==> config.mk <==
export PLATFORM = sky130hd
export DESIGN_NAME = ethernet_transmitter
export DESIGN_NICKNAME = d
export VERILOG_FILES = /design/src/rtl/ethernet_transmitter.sv
export SDC_FILE = /design/constraint.sdc
export NUM_CORES = 1
export LEC_CHECK = 0
export BUFFER_PORTS_ARGS = -buffer_cell sky130_fd_sc_hd__clkbuf_2
export CORE_MARGIN = 1
export CORE_UTILIZATION = 45
export CTS_BUF_LIST = sky130_fd_sc_hd__clkbuf_16
export DETAILED_ROUTE_END_ITERATION = 10
export PLACE_DENSITY = 0.76
export SLEW_MARGIN = 10
export SYNTH_ARGS = -nofsm -noshare
export SYNTH_HDL_FRONTEND = slang
export SYNTH_SLANG_ARGS = --single-unit
export TNS_END_PERCENT = 1
==> constraint.sdc <==
create_clock -name clock -period 3.4 [get_ports clock]
set_input_delay 0.51 -clock clock [delete_from_list [all_inputs] [get_ports clock]]
set_output_delay 0.51 -clock clock [all_outputs]
set_load 0.005 [all_outputs]
==> src/rtl/ethernet_transmitter.sv <==
`default_nettype none
// ============================================================================
// Module   : ethernet_transmitter
// Purpose  : Ethernet II TX framer; arbitrates IP/ARP streams, prepends the
//            14-byte header, pads runts to the minimum and truncates giants.
// Revision : 1.0
// ============================================================================
module ethernet_transmitter #(
    parameter int          DATA_WIDTH      = 8,
    parameter int          MIN_FRAME_BYTES = 60,
    parameter int          MAX_FRAME_BYTES = 1514,
    parameter logic [15:0] ARP_HEADER_TYPE = 16'h0806,
    parameter logic [15:0] IP_HEADER_TYPE  = 16'h0800
) (
    input  logic                  clock,
    input  logic                  reset,
    input  logic                  ip_tx_tvalid,
    input  logic [DATA_WIDTH-1:0] ip_tx_tdata,
    input  logic                  ip_tx_tlast,
    output logic                  ip_tx_tready,
    input  logic [47:0]           ip_tx_dest_mac,
    input  logic                  arp_tx_tvalid,
    input  logic [DATA_WIDTH-1:0] arp_tx_tdata,
    input  logic                  arp_tx_tlast,
    output logic                  arp_tx_tready,
    input  logic [47:0]           arp_tx_dest_mac,
    input  logic [47:0]           temac_address,
    output logic                  temac_tx_tvalid,
    output logic [DATA_WIDTH-1:0] temac_tx_tdata,
    output logic                  temac_tx_tlast,
    output logic                  temac_tx_tuser,
    input  logic                  temac_tx_tready,
    output logic                  tx_busy,
    output logic [15:0]           frames_sent,
    output logic [15:0]           frames_truncated
);

    typedef enum logic [2:0] {
        S_IDLE    = 3'd0,
        S_HEADER  = 3'd1,
        S_PAYLOAD = 3'd2,
        S_PAD     = 3'd3,
        S_DRAIN   = 3'd4
    } state_t;

    localparam logic [10:0] c_LAST_HEADER_BYTE = 11'd13;
    localparam logic [10:0] c_MIN_LAST_BYTE    = 11'(MIN_FRAME_BYTES - 1);
    localparam logic [10:0] c_MAX_LAST_BYTE    = 11'(MAX_FRAME_BYTES - 1);
    localparam logic [11:0] c_MIN_BYTES        = 12'(MIN_FRAME_BYTES);

    state_t                  r_state;
    state_t                  w_next_state;
    logic                    r_grant_arp;
    logic                    r_last_grant_arp;
    logic [111:0]            r_header;
    logic [10:0]             r_byte_count;
    logic [15:0]             r_frames_sent;
    logic [15:0]             r_frames_truncated;

    logic                    w_src_tvalid;
    logic [DATA_WIDTH-1:0]   w_src_tdata;
    logic                    w_src_tlast;
    logic                    w_src_ready;
    logic                    w_handshake;
    logic                    w_tie;
    logic                    w_pick_arp;
    logic                    w_reached_min;
    logic                    w_at_max;

    assign w_src_tvalid  = r_grant_arp ? arp_tx_tvalid : ip_tx_tvalid;
    assign w_src_tdata   = r_grant_arp ? arp_tx_tdata  : ip_tx_tdata;
    assign w_src_tlast   = r_grant_arp ? arp_tx_tlast  : ip_tx_tlast;
    assign w_handshake   = temac_tx_tvalid && temac_tx_tready;
    assign w_tie         = ip_tx_tvalid && arp_tx_tvalid;
    // Round-robin memory only moves on contested grants, so a tie after an
    // ARP-won tie goes to IP even if IP was later granted uncontested.
    assign w_pick_arp    = arp_tx_tvalid && (!ip_tx_tvalid || !r_last_grant_arp);
    assign w_reached_min = ({1'b0, r_byte_count} + 12'd1) >= c_MIN_BYTES;
    assign w_at_max      = (r_byte_count == c_MAX_LAST_BYTE);

    assign ip_tx_tready     = w_src_ready && !r_grant_arp;
    assign arp_tx_tready    = w_src_ready && r_grant_arp;
    assign tx_busy          = (r_state != S_IDLE);
    assign frames_sent      = r_frames_sent;
    assign frames_truncated = r_frames_truncated;

    always_comb begin
        w_next_state    = r_state;
        temac_tx_tvalid = 1'b0;
        temac_tx_tdata  = '0;
        temac_tx_tlast  = 1'b0;
        temac_tx_tuser  = 1'b0;
        w_src_ready     = 1'b0;
        case (r_state)
            S_IDLE: begin
                if (ip_tx_tvalid || arp_tx_tvalid)
                    w_next_state = S_HEADER;
            end
            S_HEADER: begin
                temac_tx_tvalid = 1'b1;
                temac_tx_tdata  = r_header[111:104];
                if (w_handshake && (r_byte_count == c_LAST_HEADER_BYTE))
                    w_next_state = S_PAYLOAD;
            end
            S_PAYLOAD: begin
                temac_tx_tvalid = w_src_tvalid;
                temac_tx_tdata  = w_src_tdata;
                w_src_ready     = temac_tx_tready;
                if (w_src_tvalid) begin
                    if (w_src_tlast) begin
                        temac_tx_tlast = w_reached_min;
                    end else if (w_at_max) begin
                        temac_tx_tlast = 1'b1;
                        temac_tx_tuser = 1'b1;
                    end
                end
                if (w_handshake) begin
                    if (w_src_tlast)
                        w_next_state = w_reached_min ? S_IDLE : S_PAD;
                    else if (w_at_max)
                        w_next_state = S_DRAIN;
                end
            end
            S_PAD: begin
                temac_tx_tvalid = 1'b1;
                temac_tx_tlast  = (r_byte_count == c_MIN_LAST_BYTE);
                if (w_handshake && temac_tx_tlast)
                    w_next_state = S_IDLE;
            end
            S_DRAIN: begin
                w_src_ready = 1'b1;
                if (w_src_tvalid && w_src_tlast)
                    w_next_state = S_IDLE;
            end
            default: w_next_state = S_IDLE;
        endcase
    end

    always_ff @(posedge clock) begin
        if (reset) begin
            r_state            <= S_IDLE;
            r_grant_arp        <= 1'b0;
            r_last_grant_arp   <= 1'b0;
            r_header           <= '0;
            r_byte_count       <= '0;
            r_frames_sent      <= '0;
            r_frames_truncated <= '0;
        end else begin
            r_state <= w_next_state;
            case (r_state)
                S_IDLE: begin
                    if (ip_tx_tvalid || arp_tx_tvalid) begin
                        r_grant_arp  <= w_pick_arp;
                        r_byte_count <= '0;
                        r_header     <= w_pick_arp
                            ? {arp_tx_dest_mac, temac_address, ARP_HEADER_TYPE}
                            : {ip_tx_dest_mac,  temac_address, IP_HEADER_TYPE};
                        if (w_tie)
                            r_last_grant_arp <= w_pick_arp;
                    end
                end
                S_HEADER: begin
                    if (w_handshake) begin
                        r_byte_count <= r_byte_count + 11'd1;
                        r_header     <= {r_header[103:0], 8'h00};
                    end
                end
                S_PAYLOAD: begin
                    if (w_handshake) begin
                        r_byte_count <= r_byte_count + 11'd1;
                        if (w_src_tlast && w_reached_min)
                            r_frames_sent <= r_frames_sent + 16'd1;
                        else if (!w_src_tlast && w_at_max)
                            r_frames_truncated <= r_frames_truncated + 16'd1;
                    end
                end
                S_PAD: begin
                    if (w_handshake) begin
                        r_byte_count <= r_byte_count + 11'd1;
                        if (temac_tx_tlast)
                            r_frames_sent <= r_frames_sent + 16'd1;
                    end
                end
                default: ;
            endcase
        end
    end

endmodule
`default_nettype wire

==> results of run 1 <==
## power groups by stage
stage | combinational, uW | sequential (uW) | clock (uW)
floorplan | 2180 | 2570 | 0
global placement | 2810 | 2680 | 0
detailed placement | 2860 | 2700 | 0
CTS | 2870 | 2660 | 1760
global route | 3200 | 2750 | 1830
finish | 2850 | 2670 | 1720
## metal layers
layer / vias to the layer above / global-route usage, %
met5: - / 0
met3: 9 / 4.368
met2: 193 / 35.49
met4: 0 / 6.322
li1: 3861 / -
met1: 3468 / 28.79
## cells by family (layout without fill, tap and decap cells)
group | Yosys count | count (layout) | share of synthesized area, %
XOR/XNOR | 6 | 6 | 0.6810
buffers and inverters | 88 | 273 | 4.767
multiplexers | 75 | 75 | 9.989
flip-flops | 147 | 147 | 38.14
adder cells (fa/ha/maj) | 4 | 4 | 0.6486
AO/OA/AOI/OAI | 254 | 254 | 22.36
AND/OR/NAND/NOR | 401 | 401 | 23.41
## layout make-up
type / instances / share of cell area [%]
Inverter: 11 / 0.4341
Timing Repair Buffer: 230 / 13.00
Tap cell: 220 / 2.894
Clock inverter: 15 / 1.237
Multi-Input combinational cell: 740 / 47.01
Clock buffer: 17 / 4.473
Sequential cell: 147 / 30.95
## worst min-delay path: stages
cell,delay (ns)
clkbuf_2,0.08
nand2_1,0.04
a311oi_1,0.08
## state kept, by name, indices dropped and copies added, names as in the netlist
name	count
frames_sent	16
frames_truncated	16
r_byte_count	11
r_grant_arp	1
r_header	99
r_last_grant_arp	1
r_state	3
## layout by cell type, fill, tap and decap left out, types with 4 or more instances in the layout
cell type,instances
clkbuf_2,211
nor2_1,88
a311oi_1,44
nand4_1,7
o21ai_0,29
mux2i_1,59
o211ai_1,48
xor2_1,4
nand2_1,212
inv_1,13
or3_1,10
clkbuf_16,17
o31ai_1,4
a31oi_1,5
nor3_1,12
dfxtp_1,146
mux2_2,13
and4_1,5
nor2b_1,12
nor4_1,4
a211oi_1,6
buf_4,16
a22oi_1,5
nand3_1,18
a21oi_1,89
## synth_stat cells, types with 3 or more instances
master      n  area (um2)
nor2_1     89       334.1
dfxtp_1   147        2943
a21oi_1    90       450.4
a22oi_1     5       37.54
nand3_1    18       90.09
buf_2      18       90.09
and3_1      3       18.77
ha_1        4       50.05
mux2_2     13       146.4
o31ai_1     4       30.03
a211oi_1    6       45.04
nand2_1   213       799.5
and4_1      5       43.79
mux2_1      3       33.78
o21ba_2     3       30.03
buf_1       3       11.26
mux2i_1    59       590.6
nand4_1     7       43.79
xor2_1      5       43.79
a31oi_1     5       31.28
a311oi_1   44       385.4
nor3_1     12       60.06
or3_1      10       62.56
o21ai_0    29       145.1
nor4_1      4       25.02
or4_1       3       22.52
clkbuf_1   53       198.9
o211ai_1   48       360.4
inv_1      11       41.29
nor2b_1    12       75.07
## metrics by stage
step	utilization [%]	hold slack, ns	power (uW)	setup slack (ns)	std cells
3_3_place_gp	53.68	0.4393	5493	0.4826	1347
4_1_cts	56.94	0.3188	7293	0.01004	1379
2_1_floorplan	-	0.4321	4752	0.7691	975
5_1_grt	57.15	0.3326	7780	0.05392	1380
6_report	57.15	0.3375	7239	0.1832	1380
3_5_place_dp	53.68	0.4432	5560	0.4684	1347
## repair_timing
item | CTS | global route
gates resized for setup | 0 | 5
setup buffers | 0 | 1
setup endpoints to repair | 0 | 1
## final timing paths
path                           from         endpoint  slack [ns]
setup / recovery    r_byte_count[3]   temac_tx_tlast        0.18
hold / removal    temac_address[20]     r_header[36]        0.34
setup reg to reg    r_byte_count[7]  frames_sent[12]        0.79
hold reg to reg        r_header[87]     r_header[87]        0.45
==> impl_metrics.tcl, run 1 <==
set metrics [dict create \
    outcome "complete, no violations" \
    rsz0062_at_grt "false" \
    hold_viol_final 0 \
    drive_gt1_share_pct 25.95 \
    grt_max_degree 86 \
    antenna_found_initial 0 \
    power_switching_uw 2851 \
    rows 47 \
    die_area_um2 17670 \
    yosysWarnings 0 \
    hold_depth 3 \
    numPortBuffers 212 \
    synth_fp_nets 1146 \
    ys_ff_latch 147 \
    syn_inst 975 \
    cts_tree "built" \
    crit_path_start_kind "flip-flop" \
    cp.buffers_inverters 1 \
    worst-path-stages 7 \
    cts_buffers 17 \
    relSlewSlack_pct 41.25 \
    synth_edf_count 0 \
    first_pass_iters 4 \
    drtIter0Drc 449 \
    p_seq_share_pct 36.9 \
    vias 7531 \
    grt_pass1_vias 6557 \
    design_area_um2 9512 \
    nNetsFinal 1318 \
    wl_met3_um 1074 \
    cap_violations 0 \
    grt_pass1_wl_um 31420 \
    critPathMaxFanout 11 \
    p_clk_share_pct 23.8 \
    viasPerCell 5.457 \
    gp_congestion 0.8859 \
    routed_wl_um 19580 \
    p_int_uw 4388 \
    worst_pin_slew_ns 0.8812 \
    cp_slowest_cell "dfxtp_1" \
    antenna_cells 0 \
    drt-met1-wl_um 8949 \
    dp_hpwl_um 13720 \
    reg2regPathDepth 6 \
    ys_types 65 \
    multi_input_area_um2 4472 \
    endpoint_kind "output port" \
    fmax_mhz 310.9 \
    die_x_um 132.9 \
    h-tree-depth 4 \
    min_period_over_period_pct 94.61 \
    placed_area_um2 8934 \
    wl_per_cell_um 14.19 \
    fin_skew_ns 0.009614 \
    clockBufferDepth 2 \
    netlist_area_um2 7716 \
    synthFlopType "dfxtp_1" \
    drc 0 \
    finalCriticalPeriod_ns 3.217 \
    crit_family "compound AO/OA/AOI/OAI gates" \
    pwr-share-comb_pct 39.3 \
    p_sw_share_pct 39.39 \
    top_layer "met4" \
    clkTransAtPathRegs_ns 0.06 \
    cts.sinks 147 \
    tns_ns 0 \
    ir_worst_vdd_mv 0.3921 \
    synth_seq_area_share_pct 38.14 \
    cts_hold_buf 0 \
    detail-route-antenna-nets 0 \
    clk_latency_ns 0.42 \
    io_pins 213 \
    grt-ovfl-total 0 \
    area_growth_pct 23.27 \
    crit_type "flip-flop to output port" \
    cts-root-buf "clkbuf_16" \
    crit_chain "a21bo_1, a211o_1, a211oi_2, nor3_1, a2111o_1, a21oi_1, clkbuf_2" \
    slowest_delay_ns 0.55 \
    synth_area_per_cell_um2 7.914 \
    power.density_nw_per_um2 761.1 \
    initial_core_util_pct 46.36 \
    arrival_ns 2.71 \
    route.met2.wl_um 9462 \
    die_h_um 132.9 \
    min_path_type "input port to flip-flop" \
    core_area_um2 16640 \
    n_fill_cell 1600 \
    ff_latch_area_um2 2944 \
    synth-async-reset-ratio_pct 0 \
    track_usage_pct 21.70 \
    required_ns 2.89 \
    final_max_slew_viol_count 0 \
    p_leak_uw 0.003983 \
    finalSetupViolations 0 \
]
No activity file was read; power rests on OpenSTA's default activity.
==> run 2, diff against run 1 <==
--- a/config.mk
+++ b/config.mk
@@ -10,7 +10,7 @@
 export CORE_UTILIZATION = 45
 export CTS_BUF_LIST = sky130_fd_sc_hd__clkbuf_16
 export DETAILED_ROUTE_END_ITERATION = 10
-export PLACE_DENSITY = 0.76
+export PLACE_DENSITY = 0.78
 export SLEW_MARGIN = 10
 export SYNTH_ARGS = -nofsm -noshare
 export SYNTH_HDL_FRONTEND = slang
==> impl_metrics.tcl, run 2 (same netlist as run 1, synthesis figures left out) <==
set metrics [dict create \
    min_path_type "input port to flip-flop" \
    p_int_uw 4442 \
    layout_commonest_cell "nand2_1" \
    grt_max_degree 92 \
    layout_common_cells "nand2_1, clkbuf_2, dfxtp_1" \
    core_area_um2 16640 \
    n_fill_cell 1542 \
    drtIter0Drc 494 \
    viasPerCell 5.458 \
    vias 7532 \
    total_power_uw 7307 \
    endpoint_kind "output port" \
    die_area_um2 17670 \
    ir_worst_vdd_mv 0.4617 \
    routed_wl_um 19860 \
    cts_tree "built" \
    final_core_util_pct 57.33 \
    antenna_cells 0 \
    p_sw_share_pct 39.22 \
    gp_congestion 0.8680 \
    h-tree-depth 4 \
    io_pins 213 \
    outcome "complete, no violations" \
    finalCriticalPeriod_ns 3.201 \
    drc 0 \
    fmax_mhz 312.4 \
    rows 47 \
    relSlewSlack_pct 45.83 \
    worst_pin_slew_ns 0.8106 \
    first_pass_iters 5 \
    holdWs_ns 0.3360 \
    largest_reg_flops 99 \
    p_leak_uw 0.003994 \
    numPortBuffers 212 \
    pwr-share-comb_pct 38.6 \
    rsz0062_at_grt "false" \
    initial_core_util_pct 46.36 \
    regMostFlops "r_header" \
    antenna_found_initial 0 \
    clk_latency_ns 0.42 \
    fin_skew_ns 0.006728 \
    power_switching_uw 2866 \
    die_x_um 132.9 \
    arrival_ns 2.69 \
    detail-route-antenna-nets 0 \
    dp_hpwl_um 13730 \
    cts_hold_buf 0 \
    min_period_over_period_pct 94.15 \
    p_seq_share_pct 36.7 \
    grt_pass1_vias 6784 \
    tns_ns 0 \
    nNetsFinal 1319 \
    placed_area_um2 8949 \
    cts_buffers 17 \
    power.density_nw_per_um2 766.0 \
    track_usage_pct 22.33 \
    crit_path_start_kind "flip-flop" \
    grt-ovfl-total 0 \
    p_clk_share_pct 24.7 \
    required_ns 2.89 \
    die_h_um 132.9 \
    final_max_slew_viol_count 0 \
    cap_violations 0 \
    hold_viol_final 0 \
    grt_pass1_wl_um 32220 \
    critPathMaxFanout 7 \
    crit_type "flip-flop to output port" \
    clkTransAtPathRegs_ns 0.06 \
    area_growth_pct 23.64 \
    wl_per_cell_um 14.39 \
    cts.sinks 147 \
    cts-root-buf "clkbuf_16" \
    design_area_um2 9540 \
    drive_gt1_share_pct 26.03 \
    clockBufferDepth 2 \
    finalSetupViolations 0 \
]
## run 2: cell count changes in the layout (fill, tap and decap cells not counted)
cell | previous run | this run
clkinv_4 | 2 | 1
bufinv_16 | 1 | 2
inv_1 | 13 | 12
clkinv_2 | 3 | 2
buf_4 | 16 | 17
inv_6 | 2 | 3
## run 2: layout make-up
cell class	instances	area, um2	area share (%)
Clock buffer	17	425.4	4.459
Clock inverter	14	138.9	1.456
Inverter	11	41.29	0.4328
Multi-Input combinational cell	740	4472	46.87
Sequential cell	147	2944	30.86
Tap cell	220	275.3	2.885
Timing Repair Buffer	231	1244	13.04
## run 2: per-layer routing
metal	vias to the layer above	global-route usage [%]	part of all wire, %
li1	3845	-	-
met1	3455	29.08	46
met2	211	37.03	48
met3	21	4.291	5.0
met4	0	7.152	1.3
met5	-	0	0
## run 2: what timing repair did
item	CTS	global route
buffers inserted	0	0
hold endpoints to repair	0	0
setup endpoints to repair	0	1
gates resized for setup	0	5
## run 2: path summary, 6_finish.rpt
path / start / slack [ns] / endpoint / cells after the start
setup / recovery: r_byte_count[1] / 0.20 / temac_tx_tlast / 8
setup reg to reg: r_byte_count[7] / 0.73 / frames_sent[12] / 6
hold reg to reg: r_header[87] / 0.45 / r_header[87] / 2
hold / removal: temac_address[20] / 0.34 / r_header[36] / 3
## run 2: power groups by stage
stage	sequential (uW)	clock (uW)	combinational (uW)
final	2680	1810	2820
after global routing	2760	1920	3190
after CTS	2680	1840	2840
after detailed placement	2700	0	2820
after global placement	2680	0	2770
after floorplan	2570	0	2180
## run 2: worst max-delay path: stages (launching register included)
cell      delay [ns]
dfxtp_1         0.46
ha_4            0.22
and3_1          0.26
a311oi_1        0.13
a211oi_2        0.39
nor3_1          0.13
a2111o_1        0.42
a21oi_1         0.14
clkbuf_2        0.13
## run 2: stage by stage
stage | cells | setup WS [ns]
after floorplan | 975 | 0.7691
after global placement | 1349 | 0.4729
after detailed placement | 1349 | 0.4826
after CTS | 1380 | 0.02785
after global routing | 1380 | 0.02078
final | 1380 | 0.1989
